`src/rtl/clocked_dac_pkg.sv`:
```
// Shared types and helpers for clocked_dac.
//   state_t    : FSM encoding (IDLE, SETTLE)
//   SatW       : width carried into sat_q; the code->target intermediate must fit in it
//   GUARD_BITS : headroom added to OUT_WIDTH+CODE_WIDTH for the product/sum
//   sat_q      : clamp a wide signed value into the signed range of out_w bits
package clocked_dac_pkg;

  typedef enum logic {IDLE, SETTLE} state_t;

  localparam int unsigned SatW       = 64;
  localparam int unsigned GUARD_BITS = 2;

  function automatic logic signed [SatW-1:0] sat_q(input logic signed [SatW-1:0] value,
                                                   input int unsigned            out_w);
    logic signed [SatW-1:0] max_v;
    logic signed [SatW-1:0] min_v;
    max_v = (64'sd1 <<< (out_w - 1)) - 64'sd1;
    min_v = -(64'sd1 <<< (out_w - 1));
    if (value > max_v) begin
      return max_v;
    end else if (value < min_v) begin
      return min_v;
    end else begin
      return value;
    end
  endfunction

endpackage

```
`src/rtl/clocked_dac.sv`:
```
// Fixed-point emulation model of a clocked DAC. A code accepted through a valid/ready
// handshake is converted to target = sat(OFFSET_Q + code*LSB_Q) and driven onto out_q
// SETTLE_CYCLES edges after acceptance. A 1-deep hold register lets one further code be
// queued while a settle is running. Analog value = out_q * 2^OUT_EXP.
// Optional feature: define CLOCKED_DAC_SLEW_EN to slew-limit out_q by SLEW_Q per cycle;
// the counter then only sets a minimum settle time.
// Ports:
//   clk        in   emulation clock, rising edge
//   rst_n      in   asynchronous active-low reset
//   code       in   requested DAC code (unsigned)
//   code_valid in   code is valid this cycle
//   code_ready out  a code can be accepted this cycle
//   out_q      out  signed fixed-point analog output
//   settled    out  out_q equals target of the most recent accepted code
//   busy       out  settle in progress
module clocked_dac
  import clocked_dac_pkg::*;
#(
  parameter int unsigned CODE_WIDTH    = 8,
  parameter int unsigned OUT_WIDTH     = 16,
  parameter int          OUT_EXP       = -8,
  parameter int          LSB_Q         = 10,
  parameter int          OFFSET_Q      = 0,
  parameter int unsigned SETTLE_CYCLES = 3,
  parameter int          SLEW_Q        = 64
) (
  input  logic                        clk,
  input  logic                        rst_n,
  input  logic [CODE_WIDTH-1:0]       code,
  input  logic                        code_valid,
  output logic                        code_ready,
  output logic signed [OUT_WIDTH-1:0] out_q,
  output logic                        settled,
  output logic                        busy
);

  localparam int unsigned WideW  = OUT_WIDTH + CODE_WIDTH + GUARD_BITS;
  localparam int unsigned CntW   = (SETTLE_CYCLES > 1) ? $clog2(SETTLE_CYCLES) : 1;
  localparam logic [CntW-1:0] Reload = CntW'(SETTLE_CYCLES - 1);
  localparam logic signed [OUT_WIDTH-1:0] RstOut =
      OUT_WIDTH'(sat_q(SatW'(OFFSET_Q), OUT_WIDTH));

  state_t                      state_q;
  logic [CntW-1:0]             cnt_q;
  logic signed [OUT_WIDTH-1:0] target_q;
  logic signed [OUT_WIDTH-1:0] hold_q;
  logic                        hold_full_q;
  logic                        ready_en_q;  // keeps code_ready low until one edge after reset

  logic signed [WideW-1:0]     code_w;
  logic signed [WideW-1:0]     prod_w;
  logic signed [WideW-1:0]     sum_w;
  logic signed [OUT_WIDTH-1:0] new_target;
  logic                        xfer;
  logic                        done;

  // OUT_EXP only documents the fixed-point scaling; SLEW_Q is idle in the step build.
  logic unused_params;
  assign unused_params = (^SLEW_Q) ^ (^OUT_EXP);

  // Code is unsigned: zero-extend before entering the signed domain.
  assign code_w     = $signed(WideW'(code));
  assign prod_w     = code_w * $signed(WideW'(LSB_Q));
  assign sum_w      = prod_w + $signed(WideW'(OFFSET_Q));
  assign new_target = OUT_WIDTH'(sat_q(SatW'(sum_w), OUT_WIDTH));

  assign code_ready = ready_en_q && ((state_q == IDLE) || !hold_full_q);
  assign xfer       = code_valid && code_ready;

`ifdef CLOCKED_DAC_SLEW_EN
  localparam logic signed [OUT_WIDTH:0] SlewStep = (OUT_WIDTH + 1)'(SLEW_Q);

  logic signed [OUT_WIDTH:0]   diff;
  logic signed [OUT_WIDTH-1:0] slew_out;

  // Final step lands exactly on target so out_q never overshoots.
  always_comb begin
    diff = $signed({target_q[OUT_WIDTH-1], target_q}) - $signed({out_q[OUT_WIDTH-1], out_q});
    if (diff > SlewStep) begin
      slew_out = out_q + OUT_WIDTH'(SLEW_Q);
    end else if (diff < -SlewStep) begin
      slew_out = out_q - OUT_WIDTH'(SLEW_Q);
    end else begin
      slew_out = target_q;
    end
  end

  assign done = (cnt_q == '0) && (slew_out == target_q);
`else
  assign done = (cnt_q == '0);
`endif

  always_ff @(posedge clk or negedge rst_n) begin
    if (!rst_n) begin
      state_q     <= IDLE;
      cnt_q       <= '0;
      target_q    <= RstOut;
      hold_q      <= '0;
      hold_full_q <= 1'b0;
      ready_en_q  <= 1'b0;
      out_q       <= RstOut;
      settled     <= 1'b1;
      busy        <= 1'b0;
    end else begin
      ready_en_q <= 1'b1;
      unique case (state_q)
        IDLE: begin
          if (xfer) begin
            target_q <= new_target;
            cnt_q    <= Reload;
            busy     <= 1'b1;
            settled  <= 1'b0;
            state_q  <= SETTLE;
          end
        end
        SETTLE: begin
`ifdef CLOCKED_DAC_SLEW_EN
          out_q <= slew_out;
`endif
          if (done) begin
`ifndef CLOCKED_DAC_SLEW_EN
            out_q <= target_q;
`endif
            if (hold_full_q) begin
              target_q    <= hold_q;
              hold_full_q <= 1'b0;
              cnt_q       <= Reload;
            end else if (xfer) begin
              // Code arriving on the completion edge skips the hold register.
              target_q <= new_target;
              cnt_q    <= Reload;
            end else begin
              state_q <= IDLE;
              busy    <= 1'b0;
              settled <= 1'b1;
            end
          end else begin
            if (cnt_q != '0) begin
              cnt_q <= cnt_q - CntW'(1);
            end
            if (xfer) begin
              hold_q      <= new_target;
              hold_full_q <= 1'b1;
            end
          end
        end
        default: state_q <= IDLE;
      endcase
    end
  end

endmodule

```
`config.mk`:
```
export PLATFORM = sky130hd
export DESIGN_NAME = clocked_dac
export DESIGN_NICKNAME = d
export VERILOG_FILES = /design/src/rtl/clocked_dac_pkg.sv /design/src/rtl/clocked_dac.sv
export SDC_FILE = /design/constraint.sdc
export NUM_CORES = 1
export LEC_CHECK = 0
export ABC_AREA = 1
export BUFFER_PORTS_ARGS = -buffer_cell sky130_fd_sc_hd__clkbuf_2
export CORE_ASPECT_RATIO = 1.5
export CORE_MARGIN = 1.5
export CORE_UTILIZATION = 50
export CTS_CLUSTER_DIAMETER = 40
export DETAILED_ROUTE_END_ITERATION = 8
export PLACE_DENSITY = 0.73
export SYNTH_ARGS = -nofsm -noshare
export SYNTH_HDL_FRONTEND = slang
export SYNTH_SLANG_ARGS = --single-unit
```
`constraint.sdc`:
```
create_clock -name clk -period 1.2 [get_ports clk]
set_input_delay 0.12 -clock clk [delete_from_list [all_inputs] [get_ports clk]]
set_output_delay 0.12 -clock clk [all_outputs]
set_load 0.005 [all_outputs]
```
==> run_results.csv <==
group,metric,value,unit
run_status,status,"finished, violations left",
run_status,violations,"setup timing",
synthesis,netlist-cell-type-count,30,
critical_path,critical_path.max_stage_delay,440,ps
grt,grt_usage,21.6,%
job,maxCapViolations,0,
critical_path,r2r_setup_slack,-130,ps
timing,fin_crit_sh,111,%
place,pre_cts_ws,-564,ps
synthesis,syn_inst,297,
cells_and_area,seqCellArea,0.00125,mm²
critical_path,cp_max_fo,6,
cells_and_area,multi_input_area,0.00147,mm²
grt,grt_first_pass_wirelength,8.81,mm
route,drtIter0Drc,49,
route,drt_pass1_iterations,4,
critical_path,endpoint,"hold_q[8]$_DFFE_PN0P_",
synthesis,yosys_most_used_dff,"dfrtp_1",
cells_and_area,nets,396,
synthesis,synth-async-reset-ratio,100,%
floorplan,initial_core_util,51.7,%
timing,fmax,750,MHz
critical_path,worstPathCellList,"nand2_4, nand3_4, nor2_4, buf_6, nor2_2, a31oi_1",
timing,maxSlewViolCount,0,
synthesis,yosysSeqAreaShare,50.4,%
timing,skew,3.86,ps
route,drcViolationCount,0,
cts,cts_tree,"done",
synthesis,synth_top_cell_area_share,49.3,%
floorplan,ios,30,
synthesis,post-synth-top-area-cell,"dfrtp_1",
pwr,powerDensity,2240,mW/mm²
grt,grt_pass1_vias,2060,
cts,clk_pin_slew_worst_paths,90,ps
critical_path,worst_r2r_path_depth,6,
cells_and_area,area_growth,49.6,%
timing,setup_viol,39,
cts,numClockSinks,50,
timing,period_minus_slack,1330,ps
synthesis,yosysWarnings,0,
route,finalWirelength,6.48,mm
synthesis,syn-num-nets,321,
floorplan,row_count,31,
synthesis,synth-edff-count,0,
cts,cts_inserted_buffers,5,
cts,root_buffer,"clkbuf_8",
cells_and_area,nFillCells,337,
synthesis,synth-seq-cells,50,
synthesis,synth.avg_cell_area,8.37,µm²
critical_path,crit_type,"flop to flop",
cells_and_area,drive_above_1_share,50.1,%
route,vias,2266,
critical_path,r2r_end,"hold_q[8]$_DFFE_PN0P_",
pwr,leakage,0.00185,µW
route,post_drt_wl_per_cell,14.8,µm
timing,worst_hold_slack,111,ps
grt,gr-total-overflow,0,
critical_path,crit_required,1430,ps
cts,cts_max_path_buffers,2,
floorplan,die_w,60.6,µm
critical_path,worstSetupStartpointType,"flop",
cells_and_area,num_antenna_cells,0,
floorplan,dieArea,0.00541,mm²
floorplan,chipHeight,89.4,µm
place,gp_congestion,0.796,
grt,grt_start_max_net_pins,51,
critical_path,crit_path_end_kind,"flop",
grt,grt_antenna_before_repair,0,
place,place_hpwl,3.67,mm
timing,grt_setup_unrepaired,"yes",
place,io_buffers,29,
synthesis,synthesis.area,0.00249,mm²
critical_path,slowest_stage,"dfrtp_2",
route,antenna_left,0,
timing,worst_slack,-134,ps
cells_and_area,fin_util,77.3,%
timing,final-hold-violation-count,0,
critical_path,worstPathArrival,1560,ps
route,viasPerCell,5.16,
min_path,hold_class,"input pin to flop",
synthesis,synth_area_leaders,"dfrtp_1 49%, nand2_1 15%, ha_1 6.0%",
cts,h-tree-depth,2,
pwr,vdd_drop_max,0.000865,V
floorplan,core_area,0.00481,mm²
cts,clkLatencyLatePin,310,ps
critical_path,critPathLaunch,"state_q$_DFF_PN0_",
critical_path,r2r-start,"state_q$_DFF_PN0_",
## logic make-up after synthesis
kind of cell    synth area share (%)
simple gates                    24.7
flops                           50.4
buf+inv                         8.66
compound gates                  8.91
fa+ha+maj                       6.84
xor+xnor                       0.352
other cells                    0.151
## power by group
group	switching, µW	internal (µW)
clock network	556	614
registers	496	2360
logic	2320	1990
## synth_stat cells, types with 4 or more instances
| master | count |
|---|---|
| o21ai_0 | 11 |
| a21oi_1 | 5 |
| nand2_1 | 101 |
| a31oi_1 | 4 |
| buf_2 | 4 |
| o22ai_1 | 4 |
| nand3_1 | 16 |
| nor2_1 | 17 |
| o21ai_1 | 10 |
| dfrtp_1 | 49 |
| ha_1 | 12 |
| inv_1 | 36 |
## layout make-up
cell class / count / share of cell area [%]
multi-input cells: 199 / 39.6
well taps: 66 / 2.22
repair inverters: 4 / 0.841
flip-flops and latches: 50 / 33.7
clock inverters: 3 / 1.08
repair buffers: 73 / 15.9
inverters: 39 / 4.81
clock buffers: 5 / 1.85
## how the worst min path moves through the flow
stage                                  to  slack [ps]  startpoint  cells after the start
global route        hold_q[2]$_DFFE_PN0P_         120     code[1]                      4
floorplan                busy$_DFFE_PN0P_        -180       rst_n                      0
finish              hold_q[2]$_DFFE_PN0P_         110     code[1]                      4
CTS                 hold_q[2]$_DFFE_PN0P_         150     code[1]                      4
detailed placement   out_q[9]$_DFFE_PN0P_         130       rst_n                      2
global placement     cnt_q[0]$_DFFE_PN0P_         130       rst_n                      2
## flip-flops by register name, summed over array words and instances, names as in the netlist
| register | cells |
|---|---|
| ready_en_q | 1 |
| hold_q | 11 |
| state_q | 1 |
| hold_full_q | 1 |
| cnt_q | 2 |
| busy | 1 |
| out_q | 16 |
| target_q | 16 |
| settled | 1 |
## layout by cell type (no fill, tap or decap), types with 2 or more instances in the layout
master	instances
inv_2	5
nor2_2	5
o22ai_2	2
inv_4	4
nor2_4	5
buf_8	2
or2_4	2
o21ai_2	8
a31oi_1	4
nand2_1	68
clkinv_2	3
o21ai_0	2
ha_1	2
buf_4	25
inv_1	28
a21oi_2	4
clkbuf_8	6
inv_8	2
buf_6	16
nand3_4	2
nand2_4	10
nand3_2	10
ha_4	10
o22ai_4	2
buf_12	2
nand3_1	5
clkbuf_2	25
a21oi_1	2
o21ai_1	13
dfrtp_1	48
nor2_1	9
nand2_2	26
## timing repair
action | in CTS | in global routing
setup endpoints to repair | 47 | 44
resized for setup | 34 | 107
hold buffers | 1 | 0
pin swaps | 14 | 30
buffers inserted | 5 | 11
cloned | 1 | 4
hold endpoints to repair | 49 | 0
## metal layers
metal | routed length, µm | vias up | global-route usage [%]
li1 | - | 1086 | -
met1 | 2260 | 1109 | 24.1
met2 | 3830 | 52 | 40.4
met3 | 175 | 19 | 3.04
met4 | 218 | 0 | 7.71
met5 | 0 | - | 0
## worst max-delay path, delay by kind of cell (launching register included)
family	cells	cell delay [ps]
simple gates	4	520
flops	1	440
buf+inv	1	150
compound gates	1	140
## stage by stage
stage	instance area, µm²	instances	setup TNS (ps)	total power, µW
final	3720	439	-2640	8340
after global routing	3720	439	-4710	8930
after CTS	3310	425	-920	6970
after detailed placement	3040	411	-5730	5510
after global placement	3040	411	-5330	5400
after floorplan	2640	297	-1600	4530
No activity file was read; power rests on OpenSTA's default activity.
